**config.mk**
```make
export PLATFORM = sky130hd
export DESIGN_NAME = regfile_wb_arbiter
export DESIGN_NICKNAME = d
export VERILOG_FILES = /design/src/rtl/regfile_wb_arbiter.sv
export SDC_FILE = /design/constraint.sdc
export NUM_CORES = 1
export LEC_CHECK = 0
export BUFFER_PORTS_ARGS = -buffer_cell sky130_fd_sc_hd__buf_2
export CAP_MARGIN = 25
export CORE_MARGIN = 1.5
export CORE_UTILIZATION = 45
export DETAILED_ROUTE_END_ITERATION = 12
export MAX_ROUTING_LAYER = met4
export PLACE_DENSITY = 0.75
export SLEW_MARGIN = 20
export SYNTH_ARGS = -nofsm -noshare
export SYNTH_HDL_FRONTEND = slang
export SYNTH_SLANG_ARGS = --single-unit
```
**constraint.sdc**
```tcl
create_clock -name clk -period 2.4 [get_ports clk]
set_input_delay 0.24 -clock clk [delete_from_list [all_inputs] [get_ports clk]]
set_output_delay 0.24 -clock clk [all_outputs]
set_load 0.03 [all_outputs]
```
**src/rtl/regfile_wb_arbiter.sv**
```systemverilog
// Write-back arbiter for the register file's single write port: ALU path (A) over
// load path (B) with a starvation override, plus a pending-load scoreboard.
module regfile_wb_arbiter #(
   parameter int DATA_W       = 16,
   parameter int ADDR_W       = 4,
   parameter int STARVE_LIMIT = 3
) (
   input  logic                 clk,
   input  logic                 rst,
   input  logic                 a_req,
   input  logic [ADDR_W-1:0]    a_addr,
   input  logic [DATA_W-1:0]    a_data,
   output logic                 a_ack,
   input  logic                 b_req,
   input  logic [ADDR_W-1:0]    b_addr,
   input  logic [DATA_W-1:0]    b_data,
   output logic                 b_ack,
   input  logic                 claim_valid,
   input  logic [ADDR_W-1:0]    claim_addr,
   input  logic [ADDR_W-1:0]    chk_add_1,
   input  logic [ADDR_W-1:0]    chk_add_2,
   output logic                 hazard_1,
   output logic                 hazard_2,
   output logic [2**ADDR_W-1:0] busy,
   output logic                 wr_en,
   output logic [ADDR_W-1:0]    wr_reg_add,
   output logic [DATA_W-1:0]    wr_data
);

   localparam int         NREG  = 2**ADDR_W;
   localparam logic [2:0] LIMIT = 3'(STARVE_LIMIT);

   typedef enum logic {NORMAL, FORCE_B} state_t;

   state_t          state, state_nxt;
   logic [2:0]      starve_cnt, starve_cnt_nxt, starve_inc;
   logic [NREG-1:0] busy_nxt;

   // Stage 0: grant decision and starvation tracking
   always_comb begin
      a_ack          = 1'b0;
      b_ack          = 1'b0;
      state_nxt      = NORMAL;
      starve_cnt_nxt = 3'd0;
      starve_inc     = starve_cnt + 3'd1;
      if (!rst) begin
         if (state == FORCE_B && b_req) b_ack = 1'b1;
         else if (a_req)                a_ack = 1'b1;
         else if (b_req)                b_ack = 1'b1;
      end
      if (b_req && !b_ack) begin
         if (state == NORMAL && starve_inc == LIMIT) state_nxt = FORCE_B;
         else                                        starve_cnt_nxt = starve_inc;
      end
   end

   always_ff @(posedge clk or posedge rst) begin
      if (rst) begin
         state      <= NORMAL;
         starve_cnt <= 3'd0;
      end else begin
         state      <= state_nxt;
         starve_cnt <= starve_cnt_nxt;
      end
   end

   // A new claim beats a same-cycle B completion on the same register
   always_comb begin
      busy_nxt = busy;
      if (b_ack)       busy_nxt[b_addr]     = 1'b0;
      if (claim_valid) busy_nxt[claim_addr] = 1'b1;
   end

   assign hazard_1 = busy[chk_add_1];
   assign hazard_2 = busy[chk_add_2];

   // Stage 1: registered write port and scoreboard
   always_ff @(posedge clk or posedge rst) begin
      if (rst) begin
         busy       <= '0;
         wr_en      <= 1'b0;
         wr_reg_add <= '0;
         wr_data    <= '0;
      end else begin
         busy  <= busy_nxt;
         wr_en <= a_ack | b_ack;
         if (a_ack) begin
            wr_reg_add <= a_addr;
            wr_data    <= a_data;
         end else if (b_ack) begin
            wr_reg_add <= b_addr;
            wr_data    <= b_data;
         end
      end
   end

endmodule

```
Word-level counts from Yosys, hierarchy flattened
Cells that the tools add are included.
{ "totals": {"register_bits": 41, "in_bits": 57, "output_inout_bits": 41, "wordCells": 51} }
{ "classes": {"add_sub_neg": 1, "n_lt_le_gt_ge": 6, "n_eq_ne": 1, "mux": 25, "n_bitwise": 5, "n_reduce_logical": 7} }
{ "op_table": {"columns": ["op", "count"], "rows": [
  ["2-to-1 mux 16 bit", 4],
  ["< comparator 4 x 5 -> 1 bit (second input constant)", 4],
  ["AND 16 bit", 1],
  ["NOT 16 bit", 1],
  ["OR 16 bit", 1],
  ["2-to-1 mux 1 bit", 13],
  ["binary-select mux 1 bit (select 4 bit)", 2],
  ["demux 1 bit (select 4 bit)", 2],
  [">= comparator 4 x 1 -> 1 bit (second input constant)", 2],
  ["2-to-1 mux 4 bit", 2],
  ["2-to-1 mux 3 bit", 2],
  ["logical AND 1 bit", 5],
  ["adder 3 x 1 -> 3 bit (second input constant)", 1],
  ["== test 3 x 2 -> 1 bit (second input constant)", 1],
  ["nonzero test 2 bit", 1],
  ["logical NOT 1 bit", 1],
  ["NOT 1 bit", 1],
  ["OR 1 bit", 1]
]} }

Longest topological paths before layout
Gate-level depths: netlist (run 1).
{ "depth": {"word_depth": 9, "depth_mapped": 5} }

Least setup slack after synthesis (run 1)
No wires, ideal clock.
{ "synth_path": {"kind": "in2reg", "from": "in rst", "to": "reg wr_reg_add[0]", "setup_time_ps": 64, "t_arrival_ps": 1648, "required_time_ps": 2336, "setup_slack_ps": 688, "path_stages": 5, "n_path_buf": 2, "cell_sequence": "buf_2 > inv_2 > and3_1 > buf_2 > a221o_2"} }
{ "synth_via": {"elab_chain_len": 2, "word_cells_on_any_way": 4} }
{ "synth_rtl": {"columns": ["element", "line", "rtl"], "rows": [
  ["start: declaration", "9", "input logic rst,"],
  ["2-to-1 mux 1 bit (*)", "46", "if (!rst) begin"],
  ["via a_ack", "13", "output logic a_ack,"],
  ["2-to-1 mux 4 bit or nonzero test 2 bit (tied branches)", null, null],
  ["end signal: assignment", "88", "wr_reg_add <= a_addr;"],
  ["end signal: assignment", "91", "wr_reg_add <= b_addr;"],
  ["end: declaration", "26", "output logic [ADDR_W-1:0] wr_reg_add,"]
]} }
The timed path passes the listed nets; every way through them passes the cells marked *.
A chain may end at the register's enable or synchronous reset.

Final worst setup path (run 1)
{ "layout_path": {"from": "reg state", "to": "out a_ack"} }
{ "layout_via": {"elab_chain_len": 3} }
{ "layout_rtl": {"columns": ["element", "line", "rtl"], "rows": [
  ["start: declaration", "35", "state_t state, state_nxt;"],
  ["start signal: assignment", "62", "state <= state_nxt;"],
  ["logical AND 1 bit", "47", "if (state == FORCE_B && b_req) b_ack = 1'b1;"],
  ["2-to-1 mux 1 bit", "47", null],
  ["2-to-1 mux 1 bit", "46", null],
  ["end: declaration", "13", null]
]} }
No other way between the ends.

==> run_results.csv, run 1 <==
group,metric,value,unit
job,cap_violations,0,
sta,maxSlewViolCount,0,
drt,firstDrtPassIters,4,
global_route,antenna_found_initial,0,
cts,cts_made_buffers,5,
global_route,grt_pass1_vias,1847,
sta,tightestPinTransition,0.754,ns
min_path,min-delay-start,"a_data[2]",
yosys,yosys.area_share.adder,0.0110,
cells_and_area,final_common_cell,"buf_2",
setup_path,rrSetupSlack,0.98,ns
cells_and_area,postLayoutCoreUtil,0.614,
setup_path,path_cells,"nand2_1 > and3_1 > buf_2",
sta,setup_violations,0,
yosys,synth_nets,258,
cells_and_area,diodes,0,
yosys,syn_area_per_cell,11.4,um2
yosys,ys_ff_latch,41,
global_route,grt_use_total,0.224,
yosys,yosys.area.top_type,"dfrtp_1",
floorplan,start_util,0.476,
setup_path,timing.rr.start,"state$_DFF_PP0_",
cells_and_area,final_cell_mix,"97 x buf_2, 41 x dfrtp_1, 25 x nand2_1, 20 x and2_1, 19 x a221o_1",
sta,tns,0,ns
drt,routed_via_density,5.72,
floorplan,dieArea,5500,um2
drt,drc,0,
yosys,syn-cell-area,2280,um2
cts,cts_root_buf,"clkbuf_8",
setup_path,critPathLaunchType,"register",
drt,ant_nets,0,
cells_and_area,layout-drive-gt1-share,0.420,
cts,numClockSinks,41,
floorplan,fp.dieH,74.1,um
setup_path,reg2reg_depth,3,
cts,cts_resized,0,
cts,postCtsSetupBuffers,0,
global_route,grt_max_degree,42,
min_path,min_to,"wr_data[2]$_DFFE_PP0P_",
drt,routed_wirelength,5.86,mm
setup_path,worst-setup-path-type,"register to output port",
cts,cts.clk_slew.worst_paths,0.09,ns
cts,clockBufferDepth,2,
yosys,synth_compound_area_frac,0.166,
yosys,synth_cells,199,
floorplan,ioPinCount,98,
min_path,hp-class,"primary input to register",
setup_path,arrival,1.72,ns
sta,setup_ws,0.435,ns
setup_path,crit_fanout,21,
place,place_ws,0.620,ns
cells_and_area,area_growth,29.0,%
cts,insertion_delay,0.30,ns
cts,cts_tree,"done",
place,portBuffers,97,
floorplan,core-area,4790,um2
setup_path,cp.required,2.16,ns
yosys,synth_top_family_by_area,"simple AND/OR/NAND/NOR gates",
sta,fmax,0.509,GHz
global_route,grt_pass1_wl,9.10,mm
cts,h-tree-depth,2,
min_path,holdPathStages,2,
cts,cts_hold_buf,0,
yosys,synthSimpleGateAreaFrac,0.220,
sta,rsz0062_at_grt,"false",
yosys,muxShareOfSynthArea,0.105,
yosys,synthDominantCellAreaShare,0.451,
yosys,ys_warn_count,0,
place,dp_hpwl,4.16,mm
sta,fin_crit_sh,0.819,
sta,fin_worst_skew,0.0146,ns
yosys,synthDistinctLibCells,34,
sta,max_slew_margin,0.498,
place,gp_congestion,0.842,
setup_path,reg2reg_to,"wr_data[11]$_DFFE_PP0P_",
sta,fin_crit,1.96,ns
global_route,grt.overflow.total,0,
drt,drt-initial-drc-count,214,
status,status,"completed",
power,leakage,1.37,nW
drt,dr_total_vias,2060,
drt,wl_per_cell,16.3,um
power,power.density,800,nW/um2
yosys,synth.top_cells.by_area,"dfrtp_1 45%, a221o_1 8.4%, mux4_2 7.9%",
floorplan,num_rows,25,
setup_path,cpPeakStageDelay,0.65,ns
yosys,synth_xor_area_frac,0.00385,
cells_and_area,fillerInstances,410,
yosys,ys_seq_area_frac,0.451,
cells_and_area,nNetsFinal,351,
floorplan,die_w,74.1,um
setup_path,slowest_stage,"and3_1",
setup_path,critPathCaptureType,"output port",
sta,final-hold-violation-count,0,
power,peakVddDrop,0.000403,V
## cell families after synthesis
kind of cell,count (synthesis)
xor gates and xnor gates,1
DFF,41
adders and majority gates,2
and+or+nand+nor,81
AOI/OAI and AO/OA,40
buffers and inverters,20
muxes,14
## layer usage
metal / share of wire / GRT usage / wire length (um)
met5: 0 / - / 0
met4: 0.014 / 0.0658 / 80
met3: 0.069 / 0.0447 / 402
met2: 0.46 / 0.316 / 2720
met1: 0.45 / 0.325 / 2660
## sequential cells by signal, indices dropped and copies added (netlist names)
name        count
wr_reg_add      4
wr_en           1
starve_cnt      3
busy           16
state           1
wr_data        16
## how the worst max path moves through the flow
stage                          startpoint                         to  depth (start not counted)
after floorplan                       rst  wr_reg_add[0]$_DFFE_PP0P_                          5
after global placement                rst                      a_ack                          4
after detailed placement              rst                      a_ack                          4
after CTS                 state$_DFF_PP0_                      a_ack                          3
after global routing      state$_DFF_PP0_                      a_ack                          3
final                     state$_DFF_PP0_                      a_ack                          3
## layout make-up
type,instances,area (um2),share of cell area
clock inverter,3,68.8,0.0234
inverter,5,18.8,0.00639
clock buffer,5,68.8,0.0234
tap,67,83.8,0.0285
sequential,41,1030,0.349
timing repair buffer,101,515,0.176
multi-input combinational,138,1150,0.393
## power by group
group / leakage (nW) / internal (mW) / total, mW / switching [mW]
Combinational: 0.813 / 0.298 / 0.762 / 0.464
Sequential: 0.488 / 0.803 / 0.910 / 0.108
Clock: 0.0687 / 0.419 / 0.677 / 0.258
## cells in the mapped netlist
master / count
or4b_1: 4
nor3b_1: 1
and2_1: 20
o21ai_0: 2
nand2_1: 25
or4_1: 1
clkbuf_1: 5
inv_2: 2
nand4bb_1: 6
nor3_2: 1
nor3_1: 2
nand3_1: 4
a221o_1: 19
and3_1: 2
dfrtp_1: 41
and3b_1: 3
a221o_2: 1
o21bai_1: 1
inv_1: 3
nor2_1: 2
nor2b_1: 4
buf_2: 8
xnor2_1: 1
mux2i_1: 6
buf_6: 1
ha_1: 2
nand4b_1: 4
nand3b_1: 1
buf_4: 1
mux4_2: 8
o21ai_1: 1
nand4_1: 1
o41ai_2: 2
o41ai_1: 14
## metrics by stage
| step | power, mW | area (um2) | hold WS, ns | cells |
|---|---|---|---|---|
| after detailed placement | 1.68 | 2800 | 0.468 | 352 |
| after global placement | 1.67 | 2790 | 0.459 | 351 |
| final | 2.35 | 2940 | 0.160 | 360 |
| after global routing | 2.45 | 2940 | 0.154 | 360 |
| after CTS | 2.36 | 2940 | 0.162 | 360 |
| after floorplan | 1.42 | 2280 | 0.331 | 199 |
## worst max-delay path: cells and delay by family (launching register included)
family,cells,cell delay [ns]
buffers and inverters,1,0.32
and+or+nand+nor,2,0.71
DFF,1,0.40
(Power assumes the default switching activity.)
==> inputs of run 2 (changes only) <==
- ABC_AREA: default -> 1
- PLACE_DENSITY: 0.75 -> 0.76
- clock period: 2.4 -> 1.9 ns (I/O delays scaled with it)
==> run 2 against run 1 <==
Synthesized cell count up 57%. Via count up 14%. First-iteration DRC count down 50%. Non-clock buffer count up 1. Combinational power up 26%. Global-route usage up 2.2 points. Clock skew down 0.0063 ns. Synthesized area down 1.9%.
==> run_results.csv, run 2 <==
group,metric,value,unit
status,status,"completed",
yosys,ys_seq_area_frac,0.459,
setup_path,critPathLaunchType,"register",
setup_path,cpPeakStageDelay,0.42,ns
yosys,synth_common_cells,"118 x nand2_1, 47 x nand3_1, 41 x dfrtp_1, 38 x inv_1, 30 x o21ai_0",
cts,cts.clk_slew.worst_paths,0.08,ns
cts,cts_hold_buf,0,
cells_and_area,postLayoutCoreUtil,0.604,
yosys,synth_cells,313,
yosys,yosysMostFrequentCell,"nand2_1",
global_route,use_met1,0.294,
setup_path,cp_common_cell,"nand2_1",
global_route,grt_pass1_wl,10.1,mm
sta,tns,0,ns
cells_and_area,finalNonFillerCells,480,
place,gp_congestion,0.870,
power,peakVddDrop,0.000457,V
floorplan,start_util,0.470,
power,fin_total_pwr,2.68,mW
place,portBuffers,97,
yosys,synthArstFlopShare,1.00,
setup_path,critPathCaptureType,"output port",
sta,final-hold-violation-count,0,
yosys,ys_ff_latch,41,
sta,maxSlewViolCount,0,
yosys,synth_flop_cell,"dfrtp_1",
setup_path,arrival,1.45,ns
setup_path,cp.required,1.71,ns
yosys,syn-cell-area,2230,um2
global_route,grt_use_total,0.245,
cells_and_area,diodes,0,
cts,cts_root_buf,"clkbuf_8",
setup_path,path_cells,"nand2_1 > nand2_1 > nor2_2 > buf_4 > buf_2",
power,pwr-share-comb,0.359,
power,switchingPower,1.07,mW
floorplan,num_rows,25,
floorplan,dieArea,5400,um2
sta,fin_crit,1.64,ns
sta,setup_ws,0.263,ns
cts,cts_made_buffers,5,
floorplan,fp.dieH,73.5,um
yosys,synthDominantCellAreaShare,0.459,
sta,fin_worst_skew,0.00827,ns
global_route,antenna_found_initial,0,
place,dpl.cell_count,473,
cells_and_area,layout-drive-gt1-share,0.276,
floorplan,ioPinCount,98,
cts,h-tree-depth,2,
job,cap_violations,0,
cts,cts_tree,"done",
power,power.density,933,nW/um2
global_route,busiest_layer,"met2",
yosys,syn_area_per_cell,7.14,um2
drt,routed_wirelength,5.91,mm
floorplan,core-area,4750,um2
drt,drt-initial-drc-count,106,
place,place_ws,0.476,ns
yosys,synth_edf_count,0,
sta,max_slew_margin,0.663,
cts,clockBufferDepth,2,
setup_path,crit_fanout,21,
power,leakage,1.56,nW
drt,routed_via_density,4.89,
global_route,grt.overflow.total,0,
cts,insertion_delay,0.29,ns
sta,rsz0062_at_grt,"false",
power,swShare,0.400,
drt,wl_per_cell,12.3,um
sta,fin_crit_sh,0.862,
sta,setup_violations,0,
cells_and_area,reg_top3,"busy x16, wr_data x16, wr_reg_add x4",
cells_and_area,nNetsFinal,472,
sta,tightestPinTransition,0.506,ns
cts,postCtsSetupBuffers,0,
yosys,ys_warn_count,0,
drt,dr_total_vias,2347,
yosys,synth.top_cells.by_area,"dfrtp_1 46%, nand2_1 20%, nand3_1 11%",
yosys,synthDistinctLibCells,18,
drt,drc,0,
cts,cts_resized,0,
min_path,hp-class,"primary input to async pin",
global_route,grt_pass1_vias,2306,
cells_and_area,final_cell_mix,"118 x nand2_1, 97 x buf_2, 47 x nand3_1, 41 x dfrtp_1, 38 x inv_1",
power,p_int,1.61,mW
place,dp_hpwl,4.76,mm
global_route,grt_max_degree,42,
cells_and_area,area_growth,28.6,%
drt,ant_nets,0,
global_route,use_met2,0.420,
cells_and_area,final_common_cell,"nand2_1",
global_route,use_met3,0.0576,
sta,fmax,0.611,GHz
yosys,synth_nets,372,
cts,numClockSinks,41,
yosys,yosys.area.top_type,"dfrtp_1",
setup_path,reg2reg_depth,7,
power,seqPwrFrac,0.425,
floorplan,die_w,73.5,um
setup_path,worst-setup-path-type,"register to output port",
setup_path,slowest_stage,"dfrtp_1",
power,p_clk_frac,0.216,
drt,firstDrtPassIters,4,
-- run 2: cell count changes in the layout (fill, tap and decap cells not counted), moves of 6 or more --
| cell | delta |
|---|---|
| nand4bb_1 | -6 |
| o21ai_0 | +28 |
| and2_1 | -20 |
| nand2_1 | +93 |
| mux4_2 | -8 |
| a221o_1 | -19 |
| nand3_1 | +43 |
| nor2_1 | +11 |
| inv_1 | +35 |
| o41ai_1 | -14 |
| mux2i_1 | -6 |
-- run 2: cells by family after synthesis --
logic type	count (synthesis)	share of synthesized area
buffers and inverters	49	0.0935
AO/OA/AOI/OAI	37	0.0946
XOR/XNOR	1	0.00392
AND/OR/NAND/NOR	183	0.338
flip-flops	41	0.459
adder cells (fa/ha/maj)	2	0.0112
-- run 2: final cells by class --
class	count	area, um2
tap	67	83.8
timing repair buffer	102	523
fill	478	1880
clock buffer	6	82.6
clock inverter	1	7.51
multi-input combinational	223	1000
sequential	41	1030
inverter	40	150
-- run 2: worst paths after layout --
path | to | from | slack [ns]
max in group asynchronous | busy[4]$_DFF_PP0_ | rst | 1.49
min in group clk | wr_data[3]$_DFFE_PP0P_ | a_data[3] | 0.11
worst min register to register | starve_cnt[0]$_DFF_PP0_ | starve_cnt[0]$_DFF_PP0_ | 0.48
worst max-delay path | a_ack | state$_DFF_PP0_ | 0.26
worst max register to register | wr_reg_add[3]$_DFFE_PP0P_ | state$_DFF_PP0_ | 0.49
worst min-delay path | wr_data[11]$_DFFE_PP0P_ | rst | 0.06
-- run 2: through the flow --
step,hold WS [ns],cell area [um2]
3_5_place_dp,0.393,2780
4_1_cts,0.0772,2870
5_1_grt,0.105,2870
2_1_floorplan,0.191,2230
3_3_place_gp,0.384,2780
6_report,0.0609,2870
-- run 2: routing by layer --
metal,up-vias,part of all wire
li1,1188,-
met1,1077,0.44
met2,74,0.49
met3,8,0.058
met4,0,0.011
met5,-,0
-- run 2: power by group through the flow --
stage                     sequential, mW  clock [mW]  combinational, mW
after floorplan                     1.43           0              0.352
after global routing                1.16       0.627               1.06
after detailed placement            1.15           0              0.971
after global placement              1.15           0              0.955
final                               1.14       0.578              0.963
after CTS                           1.14       0.589              0.971
-- run 2: critical path, delay by kind of cell, from the launching register on --
| family | cells | cell delay, ns |
|---|---|---|
| buffers and inverters | 2 | 0.50 |
| DFF | 1 | 0.42 |
| and+or+nand+nor | 3 | 0.23 |
